### src/rtl/control_unit_pkg.sv
// Shared definitions for the control unit: opcodes, FSM states, bus width.
package control_unit_pkg;

    localparam int unsigned DATA_W_DEFAULT = 16;

    localparam logic [2:0] OP_MV  = 3'b000;
    localparam logic [2:0] OP_MVI = 3'b001;
    localparam logic [2:0] OP_ADD = 3'b010;
    localparam logic [2:0] OP_SUB = 3'b011;

    typedef enum logic [1:0] {
        T0 = 2'd0,
        T1 = 2'd1,
        T2 = 2'd2,
        T3 = 2'd3
    } state_t;

    // Zero-extend a 3-bit register index onto the 8-bit mux select.
    function automatic logic [7:0] reg_sel(input logic [2:0] idx);
        return {5'b00000, idx};
    endfunction

endpackage

### src/rtl/dec3to8.sv
// 3-to-8 one-hot decoder with enable; drives the register-file write enables.
module dec3to8 (
    input  logic       en_i,
    input  logic [2:0] idx_i,
    output logic [7:0] onehot_o
);

    // Set exactly one bit when enabled, none otherwise.
    always_comb begin
        onehot_o = '0;
        if (en_i) begin
            onehot_o[idx_i] = 1'b1;
        end
    end

endmodule

### src/rtl/control_unit.sv
// Multi-cycle control unit: fetches a 9-bit instruction from DIN in T0 and
// sequences mv / mvi / add / sub (1xx is a NOP) over T1..T3 as a Moore FSM.
module control_unit
    import control_unit_pkg::*;
#(
    parameter int unsigned DATA_W = DATA_W_DEFAULT
) (
    input  logic              Clock,
    input  logic              Reset,
    input  logic              Run,
    input  logic [DATA_W-1:0] DIN,
    output logic [7:0]        selectR,
    output logic              selectG,
    output logic              selectDin,
    output logic [7:0]        Rin,
    output logic              Ain,
    output logic              Gin,
    output logic              AddSub,
    output logic              Done
);

    state_t     state_q, state_d;
    logic [8:0] ir_q, ir_d;

    logic [2:0] opcode;
    logic [2:0] rx;
    logic [2:0] ry;
    logic       rin_en;

    // Only DIN[15:7] carries the instruction; the rest of the bus is data.
    logic       unused_din;
    assign unused_din = ^DIN;

    assign opcode = ir_q[8:6];
    assign rx     = ir_q[5:3];
    assign ry     = ir_q[2:0];

    // IR captures the instruction only when a new instruction starts.
    always_comb begin
        ir_d = ir_q;
        if (state_q == T0 && Run) begin
            ir_d = DIN[15:7];
        end
    end

    // State and IR registers; reset returns to idle with a cleared IR.
    always_ff @(posedge Clock or posedge Reset) begin
        if (Reset) begin
            state_q <= T0;
            ir_q    <= '0;
        end else begin
            state_q <= state_d;
            ir_q    <= ir_d;
        end
    end

    // Next-state and Moore output decode from state and IR.
    always_comb begin
        state_d   = state_q;
        selectR   = '0;
        selectG   = 1'b0;
        selectDin = 1'b0;
        rin_en    = 1'b0;
        Ain       = 1'b0;
        Gin       = 1'b0;
        AddSub    = 1'b0;
        Done      = 1'b0;
        unique case (state_q)
            T0: begin
                state_d = Run ? T1 : T0;
            end
            T1: begin
                unique case (opcode)
                    OP_MV: begin
                        selectR = reg_sel(ry);
                        rin_en  = 1'b1;
                        Done    = 1'b1;
                        state_d = T0;
                    end
                    OP_MVI: begin
                        selectDin = 1'b1;
                        rin_en    = 1'b1;
                        Done      = 1'b1;
                        state_d   = T0;
                    end
                    OP_ADD, OP_SUB: begin
                        selectR = reg_sel(rx);
                        Ain     = 1'b1;
                        state_d = T2;
                    end
                    default: begin
                        Done    = 1'b1;
                        state_d = T0;
                    end
                endcase
            end
            T2: begin
                selectR = reg_sel(ry);
                Gin     = 1'b1;
                AddSub  = opcode[0];
                state_d = T3;
            end
            T3: begin
                selectG = 1'b1;
                rin_en  = 1'b1;
                Done    = 1'b1;
                state_d = T0;
            end
            default: begin
                state_d = T0;
            end
        endcase
    end

    // Every register write in this ISA targets Rx.
    dec3to8 u_rin_dec (
        .en_i     (rin_en),
        .idx_i    (rx),
        .onehot_o (Rin)
    );

endmodule

### config.mk
export PLATFORM = sky130hd
export DESIGN_NAME = control_unit
export DESIGN_NICKNAME = d
export VERILOG_FILES = /design/src/rtl/control_unit_pkg.sv /design/src/rtl/dec3to8.sv /design/src/rtl/control_unit.sv
export SDC_FILE = /design/constraint.sdc
export NUM_CORES = 1
export LEC_CHECK = 0
export CAP_MARGIN = 20
export CORE_MARGIN = 2
export CORE_UTILIZATION = 37
export DETAILED_ROUTE_END_ITERATION = 12
export PLACE_DENSITY = 0.77
export SETUP_SLACK_MARGIN = 0.2
export SYNTH_ARGS = -nofsm -noshare
export SYNTH_HDL_FRONTEND = slang
export SYNTH_HIERARCHICAL = 1
export SYNTH_SLANG_ARGS = --single-unit
### constraint.sdc
create_clock -name Clock -period 2 [get_ports Clock]
set_input_delay 0.6 -clock Clock [delete_from_list [all_inputs] [get_ports Clock]]
set_output_delay 0.6 -clock Clock [all_outputs]
set_load 0.02 [all_outputs]
==> run_results.csv <==
group,metric,value,unit
setup_path,reg2reg_depth,5,
route,routed_wl,1640,um
setup_path,critical_path.max_stage_delay,460,ps
finish,fin_nets,125,
clock_tree,clock_sinks,11,
synth,netlist_area,714,um^2
clock_tree,cts_tree,"built",
finish,seq_area,277,um^2
clock_tree,cts_max_level,1,
setup_path,cp.required,1400,ps
clock_tree,path_clk_slew,60,ps
floorplanning,die_h,47.9,um
min_path,whs_path_depth,1,
floorplanning,die_area,0.00230,mm^2
setup_path,crit_family,"simple AND/OR/NAND/NOR gates",
global_routing,grt_use_total,15.9,%
finish,drive_above_1_share,64.0,%
route,drc_errors,0,
setup_path,worstSetupStartpointType,"flop",
finish,finalInstanceArea,0.00121,mm^2
setup_path,regToRegStartpoint,"state_q[0]",
finish,diodes,0,
clock_tree,cts-root-buf,"clkbuf_4",
setup_path,end_kind,"output pin",
pwr,power_density,1320,mW/mm^2
synth,yosysWarnings,6,
min_path,min_delay_worst_endpoint,"ir_q[0]",
sta,slew_violations,0,
setup_path,cp_max_fo,8,
setup_path,crit_type,"flop to output pin",
sta,final.period_utilization,115,%
clock_tree,hold_buffers,0,
finish,nFillCells,146,
sta,whs,509,ps
synth,post_synth.cell_area_avg,12.1,um^2
finish,final_common_cell,"buf_6",
run_status,outcome,"complete, but fails checks",
global_routing,grt_max_degree,12,
global_routing,antenna_found_initial,0,
sta,finalHoldViolCount,0,
floorplanning,die_w,47.9,um
route,ant_nets,0,
global_routing,first_global_vias,542,
run_status,violations,"negative setup slack",
global_routing,grt_pass1_wl,2440,um
setup_path,rrSetupSlack,550,ps
route,vias_per_cell,4.78,
place,place.gp.congestion,0.729,
setup_path,worstPathCellList,"ha_4, nor3b_4, or2_4, and4bb_2, buf_6",
route,first_pass_iters,4,
finish,area_delta_synth_final,69.5,%
finish,final_util,68.7,%
setup_path,r2r_end,"ir_q[6]",
min_path,hold_path.class,"flop to flop",
synth,synthCells,59,
sta,skew,4.81,ps
synth,synth.distinct_cells,22,
route,avgRoutedWirePerCell,13.1,um
floorplanning,initial_core_util,40.5,%
place,dpl.hpwl,1270,um
min_path,hold_path.startpoint,"ir_q[0]",
finish,mostFrequentLayoutCells,"buf_6, clkdlybuf4s50_1, mux2_2, dfrtp_1, buf_4",
pwr,peakVddDrop,0.953,mV
finish,multi_input_area,479,um^2
synth,ys_ff_latch,11,
global_routing,overflow,0,
setup_path,arrival,1700,ps
floorplanning,io_pins,41,
sta,finalCriticalPeriod,2300,ps
sta,max_freq,0.435,GHz
synth,seq_area_frac_synth,38.5,%
route,drt_iter0_drc,4,
route,route.vias.total,598,
floorplanning,num_rows,15,
setup_path,crit_path_top_delay_cell,"dfrtp_2",
sta,timing.final.ws_setup,-297,ps
floorplanning,core,0.00176,mm^2
job,cap_violations,0,
pwr,p_leak,0.568,nW
clock_tree,numCtsBuffers,3,
setup_path,cp.buffers_inverters,1,
clock_tree,cts_buffer_depth,2,
place,port_buffers,28,
place,place_area,0.00112,mm^2
sta,setup_viol,13,
clock_tree,insertion_delay,270,ps
sta,rsz0062_at_grt,"true",
-- logic make-up after synthesis --
logic type / Yosys count / share of synthesized area [%]
compound gates: 6 / 7.18
fa+ha+maj: 5 / 8.76
buf+inv: 9 / 7.36
flops: 11 / 38.5
mux: 10 / 15.8
other cells: 1 / 0.525
simple gates: 17 / 21.9
-- final cells by class --
| class | count | share of cell area, % |
|---|---|---|
| multi-input cells | 43 | 39.6 |
| repair buffers | 38 | 31.4 |
| flip-flops and latches | 11 | 22.8 |
| well taps | 25 | 2.58 |
| clock buffers | 4 | 2.17 |
| inverters | 4 | 1.45 |
-- timing repair --
| action | CTS | global route |
|---|---|---|
| endpoints found under the setup margin | 17 | 17 |
| setup buffers | 0 | 1 |
| gates resized for setup | 99 | 10 |
| pin swaps | 7 | 3 |
-- metrics by stage --
step / cells / total power, W / setup TNS (ps) / worst slack [ps]
3_3_place_gp: 120 / 0.00131 / -4970 / -405
4_1_cts: 124 / 0.00156 / -3220 / -281
6_report: 125 / 0.00160 / -3120 / -297
3_5_place_dp: 120 / 0.00135 / -5600 / -466
5_1_grt: 125 / 0.00171 / -4150 / -382
2_1_floorplan: 63 / 0.000982 / 0 / 128
-- worst register-to-register path, stage by stage (launching register included) --
cell     delay (ps)
dfrtp_2         440
buf_4           150
inv_4            40
ha_4            150
nand2_2         180
mux2_2          370
-- routing by layer --
metal	vias to the layer above	track usage, %	routed length, um
met3	2	4.15	94
li1	288	-	-
met4	0	8.11	8
met5	-	0	0
met1	284	17.5	708
met2	24	28.0	829
-- registers in the layout, indices dropped and copies added, names as in the netlist, named ones only --
register	count
state_q	1
ir_q	9
-- synth_stat cells (all sizes together) --
cell | count | area share, %
dfrtp | 11 | 39
mux2 | 10 | 16
buf | 5 | 5.3
ha | 5 | 8.8
inv | 4 | 2.1
a32o | 3 | 4.2
and2 | 3 | 3.0
and4b | 3 | 4.7
and4bb | 3 | 5.3
a21o | 2 | 2.3
nand2 | 2 | 1.4
and3b | 1 | 1.2
and4 | 1 | 1.4
conb | 1 | 0.52
nand2b | 1 | 0.88
nor3b | 1 | 1.1
nor4b | 1 | 2.1
o21ai | 1 | 0.70
or2 | 1 | 0.88
-- worst max path at each step --
stage | startpoint | end | slack [ps] | cells after the start
after global routing | flop | Rin[0] | -380 | 6
after CTS | state_q[0] | Rin[2] | -280 | 5
final | state_q[0] | Rin[2] | -300 | 5
after global placement | state_q[0] | Rin[0] | -410 | 5
after detailed placement | state_q[0] | selectR[1] | -470 | 5
after floorplan | flop | Rin[0] | 130 | 5
-- where the power goes --
group | switching (W) | internal, W | total, W | leakage (nW)
Combinational | 0.000393 | 0.000557 | 0.000950 | 0.423
Clock | 0.0000706 | 0.0000772 | 0.000148 | 0.0150
Sequential | 0.000165 | 0.000336 | 0.000501 | 0.130
Note: power is estimated with default switching activity, not from simulation.
